==> config.mk <==
export PLATFORM = sky130hd
export DESIGN_NAME = op_dispatcher
export DESIGN_NICKNAME = d
export VERILOG_FILES = /design/src/rtl/op_dispatcher_pkg.sv /design/src/rtl/op_dispatcher_fifo.sv /design/src/rtl/op_dispatcher.sv
export SDC_FILE = /design/constraint.sdc
export NUM_CORES = 1
export LEC_CHECK = 0
export BUFFER_PORTS_ARGS = -buffer_cell sky130_fd_sc_hd__buf_2
export CORE_MARGIN = 3
export CORE_UTILIZATION = 53
export CTS_BUF_LIST = sky130_fd_sc_hd__clkbuf_2 sky130_fd_sc_hd__clkbuf_4 sky130_fd_sc_hd__clkbuf_8
export CTS_CLUSTER_SIZE = 10
export DETAILED_ROUTE_END_ITERATION = 16
export PLACE_DENSITY = 0.81
export RECOVER_POWER = 100
export SYNTH_ARGS = -nofsm -noshare
export SYNTH_HDL_FRONTEND = slang
export SYNTH_SLANG_ARGS = --single-unit
==> constraint.sdc <==
create_clock -name clk -period 3.8 [get_ports clk]
set_input_delay 0.76 -clock clk [delete_from_list [all_inputs] [get_ports clk]]
set_output_delay 0.76 -clock clk [all_outputs]
set_load 0.05 [all_outputs]
==> src/rtl/op_dispatcher_pkg.sv <==
// op_dispatcher_pkg: opcode constants, route encodings, FSM state type and the
// route-decode helper shared by the dispatcher and the ALU router.
//
// The opcode values and route encodings must stay identical to the router's own
// copy; route_decode() is the single definition of how cond_sel=3 picks a base.
package op_dispatcher_pkg;

    localparam int unsigned SelW  = 2;
    localparam int unsigned OpW   = 4;
    localparam int unsigned DataW = 16;
    localparam int unsigned ResW  = 32;

    // Opcodes are grouped by base: binary, then decimal, then duodecimal.
    localparam logic [OpW-1:0] OP_BIN_ADD   = 4'h0;
    localparam logic [OpW-1:0] OP_BIN_SUB   = 4'h1;
    localparam logic [OpW-1:0] OP_BIN_MUL   = 4'h2;
    localparam logic [OpW-1:0] OP_DEC_ADD   = 4'h3;
    localparam logic [OpW-1:0] OP_DEC_SUB   = 4'h4;
    localparam logic [OpW-1:0] OP_DEC_MUL10 = 4'h5;
    localparam logic [OpW-1:0] OP_DUO_ADD   = 4'h6;
    localparam logic [OpW-1:0] OP_DUO_SUB   = 4'h7;
    localparam logic [OpW-1:0] OP_DUO_MUL   = 4'h8;

    localparam logic [SelW-1:0] ROUTE_B2    = 2'd0;
    localparam logic [SelW-1:0] ROUTE_B10   = 2'd1;
    localparam logic [SelW-1:0] ROUTE_B12   = 2'd2;
    localparam logic [SelW-1:0] ROUTE_BY_OP = 2'd3;

    typedef enum logic [1:0] {
        StIdle,
        StWait,
        StHold
    } disp_state_e;

    // Effective route: explicit selects pass through, ROUTE_BY_OP decodes the
    // opcode range. Never returns ROUTE_BY_OP.
    function automatic logic [SelW-1:0] route_decode(input logic [SelW-1:0] cond_sel,
                                                     input logic [OpW-1:0]  opcode);
        if (cond_sel != ROUTE_BY_OP) begin
            return cond_sel;
        end
        if (opcode <= OP_BIN_MUL) begin
            return ROUTE_B2;
        end
        if (opcode <= OP_DEC_MUL10) begin
            return ROUTE_B10;
        end
        return ROUTE_B12;
    endfunction

endpackage

==> src/rtl/op_dispatcher_fifo.sv <==
// cmd_fifo: synchronous FIFO with registered count, full and empty flags.
//
// Ports:
//   i_clk, i_rst      clock, synchronous active-high reset
//   i_push, i_wdata   write request and data (ignored when full)
//   i_pop             read request (ignored when empty)
//   o_rdata           head entry, valid while !o_empty
//   o_full, o_empty   status, decoded from the registered count
//   o_count           number of stored entries
//
// No pass-through: a push into an empty FIFO is visible at o_rdata one cycle later.
module cmd_fifo #(
    parameter int unsigned WIDTH = 8,
    parameter int unsigned DEPTH = 4
) (
    input  logic                     i_clk,
    input  logic                     i_rst,
    input  logic                     i_push,
    input  logic [WIDTH-1:0]         i_wdata,
    input  logic                     i_pop,
    output logic [WIDTH-1:0]         o_rdata,
    output logic                     o_full,
    output logic                     o_empty,
    output logic [$clog2(DEPTH):0]   o_count
);

    localparam int unsigned PtrW = $clog2(DEPTH);
    localparam int unsigned CntW = PtrW + 1;

    logic [WIDTH-1:0] r_mem [DEPTH];
    logic [PtrW-1:0]  r_wr_ptr;
    logic [PtrW-1:0]  r_rd_ptr;
    logic [CntW-1:0]  r_count;
    logic             w_push;
    logic             w_pop;

    assign w_push = i_push && !o_full;
    assign w_pop  = i_pop && !o_empty;

    // Storage carries no reset; the pointers and count define what is valid.
    always_ff @(posedge i_clk) begin
        if (w_push) begin
            r_mem[r_wr_ptr] <= i_wdata;
        end
    end

    always_ff @(posedge i_clk) begin
        if (i_rst) begin
            r_wr_ptr <= '0;
            r_rd_ptr <= '0;
            r_count  <= '0;
        end else begin
            if (w_push) begin
                r_wr_ptr <= r_wr_ptr + PtrW'(1);
            end
            if (w_pop) begin
                r_rd_ptr <= r_rd_ptr + PtrW'(1);
            end
            case ({w_push, w_pop})
                2'b10:   r_count <= r_count + CntW'(1);
                2'b01:   r_count <= r_count - CntW'(1);
                default: r_count <= r_count;
            endcase
        end
    end

    assign o_rdata = r_mem[r_rd_ptr];
    assign o_full  = (r_count == CntW'(DEPTH));
    assign o_empty = (r_count == '0);
    assign o_count = r_count;

endmodule

==> src/rtl/op_dispatcher.sv <==
// op_dispatcher: command front-end for the multi-base ALU router.
//
// Queues commands in cmd_fifo and issues them one at a time to the router,
// holding rt_* stable until rt_done, then returns result and tag over rsp_*.
//
// Ports:
//   clk, rst                         clock, synchronous active-high reset
//   cmd_valid/cmd_ready, cmd_*       command input (cmd_ready = FIFO not full)
//   rt_start, rt_cond_sel/opcode/a/b start pulse and held operands to router
//   rt_busy, rt_done, rt_result      router status, done pulse and result
//   rsp_valid/rsp_ready, rsp_*       response output (result + originating tag)
//   disp_busy                        FSM not idle or FIFO not empty
//   cnt_b2, cnt_b10, cnt_b12         issued-command counters per base
//
// Build option: define DISPATCH_STATS_EN to enable the per-base counters;
// otherwise the counter ports are tied to zero.
module op_dispatcher
    import op_dispatcher_pkg::*;
#(
    parameter int unsigned DEPTH = 4,
    parameter int unsigned TAG_W = 4,
    parameter int unsigned CNT_W = 16
) (
    input  logic              clk,
    input  logic              rst,
    input  logic              cmd_valid,
    output logic              cmd_ready,
    input  logic [SelW-1:0]   cmd_cond_sel,
    input  logic [OpW-1:0]    cmd_opcode,
    input  logic [DataW-1:0]  cmd_a,
    input  logic [DataW-1:0]  cmd_b,
    input  logic [TAG_W-1:0]  cmd_tag,
    output logic              rt_start,
    output logic [SelW-1:0]   rt_cond_sel,
    output logic [OpW-1:0]    rt_opcode,
    output logic [DataW-1:0]  rt_a,
    output logic [DataW-1:0]  rt_b,
    input  logic              rt_busy,
    input  logic              rt_done,
    input  logic [ResW-1:0]   rt_result,
    output logic              rsp_valid,
    input  logic              rsp_ready,
    output logic [ResW-1:0]   rsp_result,
    output logic [TAG_W-1:0]  rsp_tag,
    output logic              disp_busy,
    output logic [CNT_W-1:0]  cnt_b2,
    output logic [CNT_W-1:0]  cnt_b10,
    output logic [CNT_W-1:0]  cnt_b12
);

    localparam int unsigned CmdW = SelW + OpW + 2 * DataW + TAG_W;

    disp_state_e               r_state;
    disp_state_e               w_state_d;
    logic                      w_issue;
    logic                      w_capture;
    logic                      w_rsp_fire;

    logic                      r_rt_start;
    logic [SelW-1:0]           r_rt_cond_sel;
    logic [OpW-1:0]            r_rt_opcode;
    logic [DataW-1:0]          r_rt_a;
    logic [DataW-1:0]          r_rt_b;
    logic [TAG_W-1:0]          r_tag;
    logic                      r_rsp_valid;
    logic [ResW-1:0]           r_rsp_result;
    logic [TAG_W-1:0]          r_rsp_tag;

    logic [CmdW-1:0]           w_fifo_wdata;
    logic [CmdW-1:0]           w_fifo_rdata;
    logic                      w_fifo_full;
    logic                      w_fifo_empty;
    logic [$clog2(DEPTH):0]    w_fifo_count;
    logic [SelW-1:0]           w_head_cond_sel;
    logic [OpW-1:0]            w_head_opcode;
    logic [DataW-1:0]          w_head_a;
    logic [DataW-1:0]          w_head_b;
    logic [TAG_W-1:0]          w_head_tag;
    logic                      w_unused;

    assign w_fifo_wdata = {cmd_cond_sel, cmd_opcode, cmd_a, cmd_b, cmd_tag};
    assign {w_head_cond_sel, w_head_opcode, w_head_a, w_head_b, w_head_tag} = w_fifo_rdata;

    cmd_fifo #(
        .WIDTH (CmdW),
        .DEPTH (DEPTH)
    ) u_cmd_fifo (
        .i_clk   (clk),
        .i_rst   (rst),
        .i_push  (cmd_valid),
        .i_wdata (w_fifo_wdata),
        .i_pop   (w_issue),
        .o_rdata (w_fifo_rdata),
        .o_full  (w_fifo_full),
        .o_empty (w_fifo_empty),
        .o_count (w_fifo_count)
    );

    // rt_busy is informational; the FSM tracks the outstanding op itself.
    assign w_unused = ^{rt_busy, w_fifo_count};

    always_ff @(posedge clk) begin
        if (rst) begin
            r_state <= StIdle;
        end else begin
            r_state <= w_state_d;
        end
    end

    always_comb begin
        w_state_d  = r_state;
        w_issue    = 1'b0;
        w_capture  = 1'b0;
        w_rsp_fire = 1'b0;
        unique case (r_state)
            StIdle: begin
                if (!w_fifo_empty) begin
                    w_issue   = 1'b1;
                    w_state_d = StWait;
                end
            end
            StWait: begin
                if (rt_done) begin
                    w_capture = 1'b1;
                    w_state_d = StHold;
                end
            end
            StHold: begin
                if (r_rsp_valid && rsp_ready) begin
                    w_rsp_fire = 1'b1;
                    w_state_d  = StIdle;
                end
            end
            default: w_state_d = StIdle;
        endcase
    end

    // Router operands change only on issue: the router re-derives its route
    // from them every cycle, so they must not follow the FIFO head.
    always_ff @(posedge clk) begin
        if (rst) begin
            r_rt_start    <= 1'b0;
            r_rt_cond_sel <= '0;
            r_rt_opcode   <= '0;
            r_rt_a        <= '0;
            r_rt_b        <= '0;
            r_tag         <= '0;
            r_rsp_valid   <= 1'b0;
            r_rsp_result  <= '0;
            r_rsp_tag     <= '0;
        end else begin
            r_rt_start <= w_issue;
            if (w_issue) begin
                r_rt_cond_sel <= w_head_cond_sel;
                r_rt_opcode   <= w_head_opcode;
                r_rt_a        <= w_head_a;
                r_rt_b        <= w_head_b;
                r_tag         <= w_head_tag;
            end
            if (w_capture) begin
                r_rsp_valid  <= 1'b1;
                r_rsp_result <= rt_result;
                r_rsp_tag    <= r_tag;
            end else if (w_rsp_fire) begin
                r_rsp_valid <= 1'b0;
            end
        end
    end

`ifdef DISPATCH_STATS_EN
    logic [CNT_W-1:0] r_cnt_b2;
    logic [CNT_W-1:0] r_cnt_b10;
    logic [CNT_W-1:0] r_cnt_b12;
    logic [SelW-1:0]  w_route;

    assign w_route = route_decode(w_head_cond_sel, w_head_opcode);

    always_ff @(posedge clk) begin
        if (rst) begin
            r_cnt_b2  <= '0;
            r_cnt_b10 <= '0;
            r_cnt_b12 <= '0;
        end else if (w_issue) begin
            case (w_route)
                ROUTE_B2:  r_cnt_b2  <= r_cnt_b2 + CNT_W'(1);
                ROUTE_B10: r_cnt_b10 <= r_cnt_b10 + CNT_W'(1);
                default:   r_cnt_b12 <= r_cnt_b12 + CNT_W'(1);
            endcase
        end
    end

    assign cnt_b2  = r_cnt_b2;
    assign cnt_b10 = r_cnt_b10;
    assign cnt_b12 = r_cnt_b12;
`else
    assign cnt_b2  = '0;
    assign cnt_b10 = '0;
    assign cnt_b12 = '0;
`endif

    assign cmd_ready   = !w_fifo_full;
    assign rt_start    = r_rt_start;
    assign rt_cond_sel = r_rt_cond_sel;
    assign rt_opcode   = r_rt_opcode;
    assign rt_a        = r_rt_a;
    assign rt_b        = r_rt_b;
    assign rsp_valid   = r_rsp_valid;
    assign rsp_result  = r_rsp_result;
    assign rsp_tag     = r_rsp_tag;
    assign disp_busy   = (r_state != StIdle) || !w_fifo_empty;

endmodule

==> results of run 1 <==
## state kept, by name, summed over array words and instances, names as in the netlist
signal,cells
u_cmd_fifo.r_rd_ptr,2
rt_start,1
rt_a,16
rt_cond_sel,2
rt_opcode,4
rsp_result,32
r_state,2
u_cmd_fifo.o_count,3
rsp_tag,4
r_tag,4
rt_b,16
u_cmd_fifo.r_wr_ptr,2
rsp_valid,1
u_cmd_fifo.r_mem,168
## cells in the mapped netlist, types with 3 or more instances
cell / n / area share (%)
a21oi_1: 43 / 2.2
buf_1: 3 / 0.12
buf_4: 48 / 3.8
a22o_1: 33 / 3.0
a22o_2: 9 / 0.94
buf_2: 15 / 0.78
nor2_1: 4 / 0.16
mux4_2: 38 / 8.9
clkbuf_1: 7 / 0.27
nand2_1: 77 / 3.0
edfxtp_1: 168 / 53
and3_1: 4 / 0.26
nand3b_1: 3 / 0.23
mux4_1: 4 / 1.1
inv_1: 3 / 0.12
dfxtp_1: 89 / 19
ha_1: 5 / 0.65
buf_6: 9 / 1.1
## layer usage
layer | vias up | track usage, % | share of wire (%)
met5 | - | 0 | 0.069
met4 | 2 | 6.99 | 1.8
met3 | 28 | 5.50 | 7.7
met2 | 221 | 32.5 | 50
met1 | 2639 | 23.7 | 41
li1 | 2485 | - | -
## cells by family after synthesis
family | Yosys count
AO/OA/AOI/OAI | 93
flip-flops | 257
adder cells (fa/ha/maj) | 6
other | 1
multiplexers | 43
AND/OR/NAND/NOR | 100
XOR/XNOR | 2
buffers and inverters | 85
## placed cells by master (no fill, tap or decap), types with 2 or more instances in the layout
cell type,Yosys,layout
and3_2,0,4
clkbuf_4,0,23
clkbuf_1,7,125
clkinv_1,0,2
buf_2,15,35
nor2_1,4,4
buf_4,48,3
a22o_1,33,33
conb_1,1,48
dfxtp_1,89,87
nor3_1,1,2
inv_1,3,3
clkbuf_8,0,45
nand2_1,77,77
a21o_1,2,2
clkinv_2,0,2
a21oi_1,43,43
nand3_1,2,2
o21ai_0,2,2
edfxtp_1,168,168
clkbuf_2,0,2
inv_6,0,2
mux4_2,38,38
mux4_1,4,4
nand3b_1,3,3
ha_1,5,5
a22o_2,9,9
## power by group
group | leakage, nW | total, mW | internal (mW) | switching, mW
Sequential | 2.27 | 3.80 | 3.44 | 0.364
Clock | 0.470 | 2.40 | 1.39 | 1.01
Combinational | 1.11 | 2.50 | 0.757 | 1.74
Total | 3.84 | 8.70 | 5.59 | 3.11
## final timing paths
check	from	endpoint	depth (start not counted)
worst min register to register	r_tag[0]	rsp_tag[0]	2
worst max register to register	u_cmd_fifo.o_count[0]	u_cmd_fifo.o_count[2]	7
worst max-delay path	u_cmd_fifo.o_count[0]	disp_busy	3
worst min-delay path	r_tag[0]	rsp_tag[0]	2
## area by class of cell
type                    count  share of cell area (%)
well taps                 225                    2.55
multi-input cells         292                    21.4
clock buffers              68                    7.18
inverters                   3                   0.102
clock inverters             8                   0.692
flip-flops and latches    257                    61.9
repair buffers            165                    6.13
## metrics by stage
step	util [%]	cells	hold WS (ps)	area [sq um]	power [mW]
5_1_grt	62.9	1018	455	11000	9.11
2_1_floorplan	-	634	432	9780	5.91
6_report	62.9	1018	456	11000	8.70
3_5_place_dp	59.0	942	446	10300	6.45
3_3_place_gp	59.0	942	439	10300	6.38
4_1_cts	63.9	1018	402	11200	8.88
## tightest hold or removal path, stage by stage, from the launching register on
cell     delay (ps)
dfxtp_1         310
nand2_1          50
a21oi_1          50
==> reports/qor.yml, run 1 <==
status: "finished with violations"
violations: "capacitance limit, slew limit"
cts_root_buffer: "clkbuf_8"
vias: 5375
nNetsFinal: 846
drt_iter0_drc: 245
worst_path_max_delay_cell: "nor3_1"
setup_viol: 0
dp_worst_setup_slack_ps: 1320
h-tree-depth: 2
rsz0062_at_grt: "false"
fin_crit_ps: 2670
drive_above_1_share_pct: 21.8
synth_edf_count: 168
cp-start-kind: "flip-flop"
cp.arrival_ps: 1910
grt_first_pass_wirelength_um: 29600
tightest_slew_ps: 2180
syn_area_per_cell_sq_um: 16.4
min_path_type: "reg2reg"
row_count: 48
start_util_pct: 54.8
register_area_sq_um: 6830
clkTransAtPathRegs_ps: 60
via_per_inst: 5.28
cp_top_family: "simple AND/OR/NAND/NOR gates"
n_antenna_cell: 0
crit_path_cell_trace: "nor3_1 -> nand2_1 -> clkbuf_1"
grt_use_total_pct: 19.2
grt_overflow_total: 0
syn_to_final_growth_pct: 14.9
wl_um: 18900
ys_seq_area_share_pct: 71.1
synth.mux.area_fraction_pct: 10.1
syn_area_sq_um: 9600
tritoncts: "done"
grt_max_degree: 50
synth_compound_area_share_pct: 6.88
dr.pass1.iters: 4
io_buffers: 156
crit_type: "reg2out"
fillers: 1330
cts.sinks: 257
cts-hold-fix-buffers: 0
cp_num_buf_inv: 1
slew_headroom_pct: -45.6
grt_pass1_vias: 5560
ir_worst_vdd_uv: 669
timing.fmax_ghz: 0.374
antenna_found_initial: 1
cp_max_fo: 5
ys.flop_type: "edfxtp_1"
gp_congestion: 0.926
setup_ws_ps: 1130
p_leak_nw: 3.84
reg2reg_setup_slack_ps: 1230
post_cts_buffers: 0
cap_viol_max_count: 1
multi_input_area_sq_um: 2370
synth_cell_types: 40
synthSimpleGateAreaFrac_pct: 4.73
ys_ff_latch: 257
slowest_delay_ps: 540
die_h_um: 141
fin_crit_sh_pct: 70.4
syn_inst: 587
cts_buffer_depth: 3
post_cts_resized: 0
drtAntennaViolNets: 0
synth_adder_area_share_pct: 0.860
yosysWarnings: 0
fin_tns_setup_ps: 0
async_flop_share_pct: 0
detailed_place_hpwl_um: 11500
die_w_um: 141
dieArea_sq_um: 19800
synth_top_family_by_area: "multiplexers"
fp.coreArea_sq_um: 17500
finalMaxSlewViolations: 50
ios: 206
powerDensity_nw_per_um2: 788
drc: 0
critPathCaptureType: "output pin"
synth-xor-area-share_pct: 0.182
clk_latency_ps: 540
required_ps: 3040
worst_clock_skew_ps: 16.2
hold_viol: 0
wl_per_cell_um: 18.6
cts_buffers: 41
No activity file was read; power rests on OpenSTA's default activity.
==> run 2, diff against run 1 <==
Settings changed: CORE_UTILIZATION 53 to 51.
Clock period 3.8 ns to 2.3 ns, I/O delays scaled along.
==> reports/qor.yml, run 2 (same netlist as run 1, synthesis figures left out) <==
status: "finished, final reports clean"
cts-hold-fix-buffers: 0  # unchanged
detailed_place_hpwl_um: 10800  # -5.5%
powerDensity_nw_per_um2: 1300  # +65%
final_cell_mix: "edfxtp_1, clkbuf_1, dfxtp_1"
grt_most_used_layer: "met2"
post_cts_buffers: 0  # unchanged
io_buffers: 156  # unchanged
p_leak_nw: 3.89  # +1.2%
place_inst: 954  # +1.3%
grt_pass1_vias: 5408  # -2.7%
drive_above_1_share_pct: 23.1  # +1.3 points
ir_worst_vdd_uv: 1040  # +56%
fin_tns_setup_ps: 0  # unchanged
setup_viol: 0  # unchanged
slew_headroom_pct: 21.7  # +67 points
cp-startpoint: "r_state[1]"
tightest_slew_ps: 1180  # -1010 ps
grt_overflow_total: 0  # unchanged
wl_per_cell_um: 18.4  # -0.88%
crit_type: "reg2out"
cp.arrival_ps: 1720  # -190 ps
cts_buffers: 41  # unchanged
reg2reg_from: "u_cmd_fifo.o_count[0]"
vias: 5436  # +1.1%
fp.coreArea_sq_um: 18200  # +3.8%
required_ps: 1840  # -1200 ps
syn_to_final_growth_pct: 15.9
grt_max_degree: 45  # -10%
rsz0062_at_grt: "false"
final_common_cell: "edfxtp_1"
h-tree-depth: 2  # unchanged
drt_iter0_drc: 310  # +27%
fin_crit_sh_pct: 95.0
grt_use_total_pct: 18.5  # -0.73 points
cts.sinks: 257  # unchanged
gp_congestion: 0.752  # -19%
fillers: 1407  # +5.8%
fin_crit_ps: 2180
antenna_found_initial: 0  # -1
worst_clock_skew_ps: 26.2  # +9.95 ps
cts_buffer_depth: 3  # unchanged
die_h_um: 143  # +1.9%
n_antenna_cell: 0  # unchanged
dieArea_sq_um: 20500  # +3.8%
wl_um: 19000  # +0.19%
ios: 206  # unchanged
nNetsFinal: 854  # +0.95%
dr.pass1.iters: 4  # unchanged
finalMaxSlewViolations: 0  # -100%
cp-start-kind: "flip-flop"
clkTransAtPathRegs_ps: 60  # about the same
layout.cells.non_filler: 1029  # +1.1%
grt_use_met1_pct: 23.4  # -0.24 points
hold_viol: 0  # unchanged
regMostFlops: "u_cmd_fifo.r_mem"
cp_max_fo: 9  # +4
gr-usage-met2_pct: 31.2  # -1.4 points
clk_latency_ps: 530  # about the same
start_util_pct: 52.7  # -2.0 points
tritoncts: "done"
timing.hold.ws_ps: 177  # -279 ps
cap_viol_max_count: 0  # -1
drtAntennaViolNets: 0  # unchanged
worstHoldStart: "rt_result[9]"
die_w_um: 143  # +1.9%
via_per_inst: 5.28  # about the same
timing.fmax_ghz: 0.458
grt.met3_usage_pct: 5.83  # +0.33 points
post_cts_resized: 0  # unchanged
largest_reg_flops: 168  # unchanged
grt_first_pass_wirelength_um: 29200  # -1.7%
drc: 0  # unchanged
cts_root_buffer: "clkbuf_8"
row_count: 49  # +2.1%
critPathCaptureType: "output pin"
min_path_type: "in2reg"
## run 2: cell count changes in the layout (fill, tap and decap cells not counted), moves of 2 or more
cell / before / now
buf_2: 35 / 37
inv_6: 2 / 0
clkinvlp_4: 0 / 2
clkinv_1: 2 / 4
clkbuf_1: 125 / 119
clkbuf_2: 2 / 4
buf_4: 3 / 7
buf_12: 0 / 2
## run 2: final timing paths
| kind | end | slack [ps] | depth (start not counted) |
|---|---|---|---|
| worst max-delay path | disp_busy | 120 | 4 |
| worst min-delay path | rsp_result[9] | 180 | 3 |
| worst max register to register | u_cmd_fifo.o_count[2] | 170 | 7 |
| worst min register to register | rsp_result[8] | 450 | 2 |
## run 2: layout make-up
type                    instances  area [sq um]  area share, %
inverters                       3          11.3          0.101
flip-flops and latches        257          6830           61.4
well taps                     229           287           2.58
clock inverters                10          75.1          0.675
clock buffers                  65           776           6.97
multi-input cells             292          2370           21.3
repair buffers                173           774           6.96
## run 2: power breakdown
group          internal, mW  switching (mW)
Clock                  2.25            1.67
Combinational          1.36            3.11
Sequential             5.68           0.362
## run 2: routing by layer
layer	share of wire (%)	vias up
met4	1.6	0
met1	40	2684
li1	-	2496
met5	0	-
met2	50	226
met3	8.3	30
## run 2: per-stage QoR
stage	power [mW]	setup WS, ps	util (%)	cell area [sq um]
floorplan	9.76	67.3	-	9790
global placement	10.7	177	57.5	10500
detailed placement	10.8	158	57.5	10500
CTS	14.8	104	62.2	11300
global route	15.2	5.96	61.1	11100
finish	14.4	115	61.1	11100
## run 2: critical path, cell delays in order, from the launching register on
cell	delay, ps
dfxtp_1	330
clkbuf_1	360
nor2_2	150
nand2_1	120
buf_2	270
